## config.mk

```make
export PLATFORM = sky130hd
export DESIGN_NAME = st2bus
export DESIGN_NICKNAME = d
export VERILOG_FILES = /design/src/rtl/turbo_bus_pkg.sv /design/src/rtl/st2bus_pack.sv /design/src/rtl/st2bus.sv
export SDC_FILE = /design/constraint.sdc
export NUM_CORES = 2
export LEC_CHECK = 0
export ABC_AREA = 0
export BUFFER_PORTS_ARGS = -buffer_cell sky130_fd_sc_hd__buf_4
export CAP_MARGIN = 20
export CORE_UTILIZATION = 50
export DETAILED_ROUTE_END_ITERATION = 10
export PLACE_DENSITY_LB_ADDON = 0.1
export SLEW_MARGIN = 20
export SYNTH_ARGS = -nofsm -noshare
export SYNTH_HDL_FRONTEND = slang
export SYNTH_SLANG_ARGS = --single-unit
```

## constraint.sdc

```tcl
create_clock -name clk -period 40 [get_ports clk]
set_input_delay 6 -clock clk [delete_from_list [all_inputs] [get_ports clk]]
set_output_delay 6 -clock clk [all_outputs]
set_load 0.01 [all_outputs]
```

## src/rtl/turbo_bus_pkg.sv

```systemverilog
// Shared bus-frame definitions for the stream/bus conversion stages around the
// turbo decoder: widths, header layout and the header builder.
package turbo_bus_pkg;

  localparam int BUS         = 512;
  localparam int BUS_HEAD    = 16;
  localparam int BUS_PAYLOAD = BUS - BUS_HEAD;
  localparam int ST          = 8;
  localparam int W_BUS_IDX   = 11;
  localparam int W_ST_CNT    = 16;
  localparam int N_SLOT      = BUS_PAYLOAD / ST;
  localparam int SLOT_W      = $clog2(N_SLOT);
  localparam int HDR_FIRST   = BUS_HEAD - 1;
  localparam int HDR_LAST    = BUS_HEAD - 2;

  // Header layout, MSB first: first-word flag, last-word flag, zero gap, word index.
  typedef struct packed {
    logic                              first;
    logic                              last;
    logic [BUS_HEAD-3-W_BUS_IDX:0]     rsvd;
    logic [W_BUS_IDX-1:0]              idx;
  } bus_hdr_t;

  typedef enum logic [0:0] {
    S_IDLE = 1'b0,
    S_PACK = 1'b1
  } st2bus_state_t;

  function automatic bus_hdr_t make_hdr(input logic first,
                                        input logic last,
                                        input logic [W_BUS_IDX-1:0] idx);
    bus_hdr_t h;
    h.first = first;
    h.last  = last;
    h.rsvd  = '0;
    h.idx   = idx;
    return h;
  endfunction

endpackage

```

## src/rtl/st2bus_pack.sv

```systemverilog
// Slot counter and partial payload register. The payload output already
// contains the symbol of the current beat, so a closing beat yields the
// complete word in the same cycle.
module st2bus_pack
  import turbo_bus_pkg::*;
(
  input  logic                   clk,
  input  logic                   rst,
  input  logic                   beat,
  input  logic                   eop,
  input  logic [ST-1:0]          data,
  output logic                   word_close,
  output logic [BUS_PAYLOAD-1:0] payload,
  output logic                   last
);

  logic [SLOT_W-1:0]      slot_r;
  logic [BUS_PAYLOAD-1:0] payload_r;

  // Merge the incoming symbol into its slot and detect the closing beat.
  always_comb begin
    payload    = payload_r;
    word_close = 1'b0;
    last       = 1'b0;
    if (beat) begin
      payload[slot_r*ST +: ST] = data;
      word_close = (slot_r == SLOT_W'(N_SLOT - 1)) | eop;
      last       = eop;
    end else begin
      word_close = 1'b0;
      last       = 1'b0;
    end
  end

  // Advance the slot counter; a closed word leaves an empty register behind.
  always_ff @(posedge clk or posedge rst) begin
    if (rst) begin
      slot_r    <= '0;
      payload_r <= '0;
    end else if (word_close) begin
      slot_r    <= '0;
      payload_r <= '0;
    end else if (beat) begin
      slot_r    <= slot_r + SLOT_W'(1);
      payload_r <= payload;
    end
  end

endmodule

```

## src/rtl/st2bus.sv

```systemverilog
// Packs Avalon-ST decoder output into header-tagged bus words, one bus frame
// per stream frame, with a single-entry output register toward memory.
module st2bus
  import turbo_bus_pkg::*;
(
  input  logic                clk,
  input  logic                rst,
  input  logic [ST-1:0]       st_data,
  input  logic                st_valid,
  input  logic                st_sop,
  input  logic                st_eop,
  output logic                st_ready,
  output logic [BUS-1:0]      bus_data,
  output logic                bus_en,
  input  logic                bus_ready,
  output logic                frm_done,
  output logic [W_ST_CNT-1:0] frm_st_len,
  output logic                err_proto
);

  st2bus_state_t          state_r, next_state_s;
  logic                   accept_s, data_beat_s, frame_start_s, proto_err_s;
  logic                   word_close_s, last_s;
  logic [BUS_PAYLOAD-1:0] payload_s;

  logic                   first_r, cur_first_s;
  logic [W_BUS_IDX-1:0]   idx_r, cur_idx_s;
  logic [W_ST_CNT-1:0]    cnt_r, cur_cnt_s;

  logic                   pend_r, pend_last_r;
  logic [W_ST_CNT-1:0]    pend_cnt_r;

  // A new word can always be taken when the output slot is free or draining.
  assign st_ready = ~pend_r | bus_ready;
  assign accept_s = st_valid & st_ready;
  assign bus_en   = pend_r & bus_ready;
  assign frm_done = bus_en & pend_last_r;

  // Frame FSM: classify each accepted beat as data, frame start or protocol error.
  always_comb begin
    next_state_s  = state_r;
    data_beat_s   = 1'b0;
    frame_start_s = 1'b0;
    proto_err_s   = 1'b0;
    case (state_r)
      S_IDLE: begin
        if (accept_s) begin
          if (st_sop) begin
            data_beat_s   = 1'b1;
            frame_start_s = 1'b1;
            next_state_s  = st_eop ? S_IDLE : S_PACK;
          end else begin
            proto_err_s = 1'b1;
          end
        end else begin
          next_state_s = S_IDLE;
        end
      end
      S_PACK: begin
        if (accept_s) begin
          data_beat_s  = 1'b1;
          proto_err_s  = st_sop;
          next_state_s = st_eop ? S_IDLE : S_PACK;
        end else begin
          next_state_s = S_PACK;
        end
      end
      default: begin
        next_state_s = S_IDLE;
      end
    endcase
  end

  // FSM state register.
  always_ff @(posedge clk or posedge rst) begin
    if (rst) begin
      state_r <= S_IDLE;
    end else begin
      state_r <= next_state_s;
    end
  end

  // Per-frame values seen by the current beat; a frame start restarts them.
  always_comb begin
    cur_first_s = frame_start_s ? 1'b1 : first_r;
    cur_idx_s   = frame_start_s ? '0 : idx_r;
    cur_cnt_s   = frame_start_s ? W_ST_CNT'(1) : cnt_r + W_ST_CNT'(1);
  end

  // Frame counters: first-word flag, word index and accepted-symbol count.
  always_ff @(posedge clk or posedge rst) begin
    if (rst) begin
      first_r <= 1'b0;
      idx_r   <= '0;
      cnt_r   <= '0;
    end else if (data_beat_s) begin
      first_r <= word_close_s ? 1'b0 : cur_first_s;
      idx_r   <= word_close_s ? cur_idx_s + W_BUS_IDX'(1) : cur_idx_s;
      cnt_r   <= cur_cnt_s;
    end
  end

  st2bus_pack u_pack (
    .clk        (clk),
    .rst        (rst),
    .beat       (data_beat_s),
    .eop        (st_eop),
    .data       (st_data),
    .word_close (word_close_s),
    .payload    (payload_s),
    .last       (last_s)
  );

  // Output register: a closing word loads even while the previous one drains.
  always_ff @(posedge clk or posedge rst) begin
    if (rst) begin
      bus_data    <= '0;
      pend_r      <= 1'b0;
      pend_last_r <= 1'b0;
      pend_cnt_r  <= '0;
    end else if (word_close_s) begin
      bus_data    <= {payload_s, make_hdr(cur_first_s, last_s, cur_idx_s)};
      pend_r      <= 1'b1;
      pend_last_r <= last_s;
      pend_cnt_r  <= cur_cnt_s;
    end else if (bus_en) begin
      pend_r      <= 1'b0;
    end
  end

  // Publish the frame length once its last word has left.
  always_ff @(posedge clk or posedge rst) begin
    if (rst) begin
      frm_st_len <= '0;
    end else if (frm_done) begin
      frm_st_len <= pend_cnt_r;
    end
  end

  // Sticky protocol error flag.
  always_ff @(posedge clk or posedge rst) begin
    if (rst) begin
      err_proto <= 1'b0;
    end else if (proto_err_s) begin
      err_proto <= 1'b1;
    end
  end

endmodule

```

Word-level counts from Yosys, hierarchy flattened:

Index checks and enable logic that the tools add are counted.

* register bits: 1075
* bits of input ports: 14
* output and inout bits: 532
* word-level logic and storage cells: 57

* add/sub/neg operators: 4
* eq/ne operators: 1
* shift operators: 2
* mux-type cells: 29
* bitwise operators: 7
* reduce and logical (&&, ||, !) cells: 2

Operator list (count)
* $mux 496: 3
* $bwmux 496: 1
* $shift 8x34->496 const A: 1
* $shiftx 8x34->496: 1
* $neg 9->34: 1
* $mux 11: 2
* $mux 1: 17
* $add 16x1->16 const B: 1
* $mux 16: 1
* $mux 6: 2
* $add 11x1->11 const B: 1
* $add 6x1->6 const B: 1
* $eq 6x6->1 const B: 1
* $pmux 1 s2: 3
* $reduce_bool 2->1: 2
* $and 1x1->1: 3
* $not 1->1: 2
* $or 1x1->1: 2

Longest topological paths before layout:

* depth in word-level cells: 8
* depth in mapped cells: 13
* depth with buffers taken out: 11

By module:

Synthesis repeated with hierarchy kept, for this count alone.

* cells, all modules: 3987
* area total of the unflattened synthesis: 46492.1 um^2

Modules (own cells, without submodules)
* st2bus_pack: instances 1, cells an instance 2580, area each 24546.0 um^2, sequential area each 12562.0 um^2
* st2bus: instances 1, cells an instance 1407, area each 21946.0 um^2, sequential area each 14313.7 um^2

Least setup slack after synthesis:

Ideal clock, no wire load.

* path type: in2out
* from: input bus_ready
* to: output frm_done
* arrival time: 6.885 ns
* data required time: 34.000 ns
* setup slack: 27.115 ns
* cell stages on the path: 4
* path buffers: 1
* cell sequence: and2_1 -> nand2_1 -> clkbuf_1 -> inv_1

* longest elaborated chain between the ends: 2

Ends and longest elaborated chain
* start: declaration: RTL line st2bus.sv:15 `input logic bus_ready,`
* $and 1x1->1: RTL line st2bus.sv:36 `assign bus_en = pend_r & bus_ready;`
* $and 1x1->1: RTL line st2bus.sv:37 `assign frm_done = bus_en & pend_last_r;`
* end: declaration: RTL line st2bus.sv:16 `output logic frm_done,`

Every way passes these cells.

Worst setup path in the final report:

Same ends and word-level chain as after synthesis.

==> flow_summary.yaml <==
status:
  status: "completed"
logic_synthesis:
  yosys.area_share.simple: 0.144
  synthTopCellsByArea: "dfrtp_1 (61%), mux2i_1 (7.2%), o21ai_0 (5.5%)"
  synth_top_cell_by_area: "dfrtp_1"
  ys_types: 67
  avgSynthCellArea_um2: 10.4
  synth_mux_area_frac: 0.0758
  async_flop_share: 1.00
  synthAdderAreaFrac: 0.00170
  synth_top_family_by_area: "simple AND/OR/NAND/NOR gates"
  synth_seq_cells: 1074
  synth_compound_area_frac: 0.132
  yosysSeqAreaShare: 0.610
  netlist.area_leader.share: 0.610
  yosysMostFrequentCell: "dfrtp_1"
  syn_area_mm2: 0.0441
  ys.flop_type: "dfrtp_1"
  yosysWarnings: 0
  synth_edf_count: 0
  synthTopCellsByCount: "dfrtp_1 (1074), nand2_1 (648), nor2_1 (542)"
  synthCells: 4226
  synth_xor_area_frac: 0.00610
detailed_routing:
  drt_iter0_drc: 2947
  post_drt_via_cell_ratio: 5.67
  ant_nets: 0
  firstDrtPassIters: 6
  top_layer_used: "met4"
  dr_wl_met2_mm: 66.7
  vias: 33300
  met3_length_mm: 9.68
  drt_drc_violations_left: 0
  met1_length_mm: 58.8
  wl_per_cell_um: 23.8
  finalWirelength_mm: 140
final_layout:
  fill_cells: 7427
  synthToLayoutAreaGrowth_pct: 19.8
  stdcell_area_mm2: 0.0528
  utilization: 0.607
  layout.cells.non_filler: 5876
  final_nets: 4652
  drive_gt1_frac: 0.184
global_routing:
  grt_first_pass_wirelength_mm: 210
  overflow: 0
  grt_pass1_vias: 32500
  grt_use_total: 0.312
  antenna_found_initial: 4
  grt_max_degree: 251
worst_setup_path:
  r2r_start: "u_pack.slot_r[0]$_DFFE_PP0P_"
  worstPathCellList: "buf_4 -> and2_1 -> nand2_1 -> inv_1 -> buf_4"
  crit_path_max_fanout: 17
  crit_path_end_kind: "primary output"
  timing.rr.end: "u_pack.payload_r[420]$_DFFE_PP0P_"
  r2r_setup_slack_ps: 35250
  crit_slowest_cell: "nand2_1"
  reg2regPathDepth: 10
  cp.arrival_ps: 7090
  crit_type: "in -> out"
  crit_top_cell: "buf_4"
  cp_data_required_time_ps: 34000
  slowest_delay_ps: 560
  cp_top_family: "simple AND/OR/NAND/NOR gates"
  path_buf_inv: 3
  cp-start-kind: "input port"
sta:
  setup_violations: 0
  fin_crit_sh: 0.327
  fin_setup_tns_ps: 0
  skew_ps: 27.0
  grt_setup_unrepaired: "false"
  drv_slew: 0
  worst_pin_slew_ps: 1170
  fin_crit_ps: 13090
  fmax_mhz: 76.4
  slew_headroom: 0.222
  finalHoldViolCount: 0
floorplan:
  fp.dieW_um: 299
  chipHeight_um: 299
  top_level_ports: 546
  core_mm2: 0.0870
  num_rows: 108
  initial_core_util: 0.506
  dieArea_mm2: 0.0893
power_and_ir_drop:
  power_density_mw_per_mm2: 48.3
  ir_drop_v: 0.0000441
  power_mw: 2.55
  p_leak_nw: 24.3
clock_network:
  root_buffer: "clkbuf_16"
  clockBufferDepth: 3
  clock_latency_ps: 700
  clkTransAtPathRegs_ps: 60
  cts_hold_buf: 0
  cts_tree: "done"
  ctsResizeCount: 0
  cts_buffers: 111
  cts_htree_levels: 3
  post_cts_buffers: 0
  numClockSinks: 1074
job:
  drv_cap: 0
place:
  dp_hpwl_mm: 92.4
  placed_area_mm2: 0.0489
  portBuffers: 542
  gp_congestion: 0.843
  dp_cells: 5672
hold_path:
  hold_start: "bus_data[7]$_DFFE_PP0P_"
  hp-class: "reg -> reg"
  holdPathStages: 2
  min_to: "bus_data[7]$_DFFE_PP0P_"
[state kept, by name (all words and copies together), names as in the netlist]
name and flops:
bus_data 509, err_proto 1, u_pack.payload_r 496, pend_r 1, first_r 1, pend_cnt_r 16
u_pack.slot_r 6, frm_st_len 16, idx_r 11, cnt_r 16, state_r 1
[cells in the final DEF, fill, tap and decap left out, types with 5 or more instances in the layout]
cell       netlist  final
xnor2_1         15     14
a21o_1           9      9
buf_4           24    591
mux2i_1        316    316
o31ai_1         12     12
or3_1            9      9
o21ai_0        487    487
and2_1          69     69
and3_1          13     13
clkbuf_8         0     24
a22oi_1         14     14
bufinv_16        0     13
clkinv_2         0     19
nor2_1         542    534
xor2_1          12     10
nand3_1         37     37
nor3_1          92     84
o21ai_1         43     43
inv_1           12     11
nor3_4           2      5
nand4_1         21     21
mux2_2          16     16
ha_1             6      6
a31oi_1         13     13
nand2_1        648    646
a21oi_1        211    211
nor2_2           6     11
a32o_1          57     57
clkbuf_16        0    113
nor3_2           6     11
clkbuf_1       225     26
or2_2            6      6
dfrtp_1       1074   1074
o2bb2ai_1      106    106
nor2_4           9     12
[cell type report]
type / count / area (um^2) / area share
Sequential cell: 1074 / 26900 / 0.509
Multi-Input combinational cell: 2834 / 16000 / 0.304
Timing Repair Buffer: 599 / 4570 / 0.0865
Clock buffer: 163 / 3260 / 0.0616
Tap cell: 1155 / 1450 / 0.0274
Clock inverter: 38 / 576 / 0.0109
Inverter: 12 / 52.6 / 0.000995
Antenna cell: 1 / 2.50 / 0.0000474
[metal layers]
layer  vias to the layer above  GRT usage
met1                     16700      0.427
met3                       244     0.0614
met4                         0      0.109
li1                      15300          -
met2                      1074      0.499
met5                         -          0
[metrics by stage]
stage / hold slack (ps) / setup WS (ps)
floorplan: 445 / 3770
global placement: 452 / 26930
detailed placement: 458 / 26930
CTS: 471 / 26930
global route: 477 / 26830
finish: 467 / 26910
[how the worst max path moves through the flow]
stage                     slack [ps]  cells past startpoint      start                      end
final                          26910                      5  bus_ready                 frm_done
after floorplan                 3770                      1        rst  bus_data[0]$_DFFE_PP0P_
after detailed placement       26930                      5  bus_ready                 frm_done
after global placement         26930                      5  bus_ready                 frm_done
after global routing           26830                      5  bus_ready                 frm_done
after CTS                      26930                      5  bus_ready                 frm_done
[where the power goes]
group / leakage, nW / switching [mW] / total, mW / internal [mW]
clock network: 1.90 / 0.437 / 1.08 / 0.646
logic: 7.59 / 0.258 / 0.332 / 0.0743
registers: 14.9 / 0.0210 / 1.13 / 1.11
[tightest hold or removal path: stages, from the launching register on]
cell     delay (ps)
dfrtp_1         340
nand2_1          50
nand2_1          50
[logic make-up (layout without fill, tap and decap cells)]
group / Yosys count / after routing
AND/OR/NAND/NOR: 1488 / 1488
flip-flops: 1074 / 1074
AO/OA/AOI/OAI: 976 / 976
multiplexers: 332 / 332
buffers and inverters: 320 / 812
XOR/XNOR: 29 / 29
adder cells (fa/ha/maj): 6 / 6
other: 1 / 4
Power figures use the tool's default switching activity.
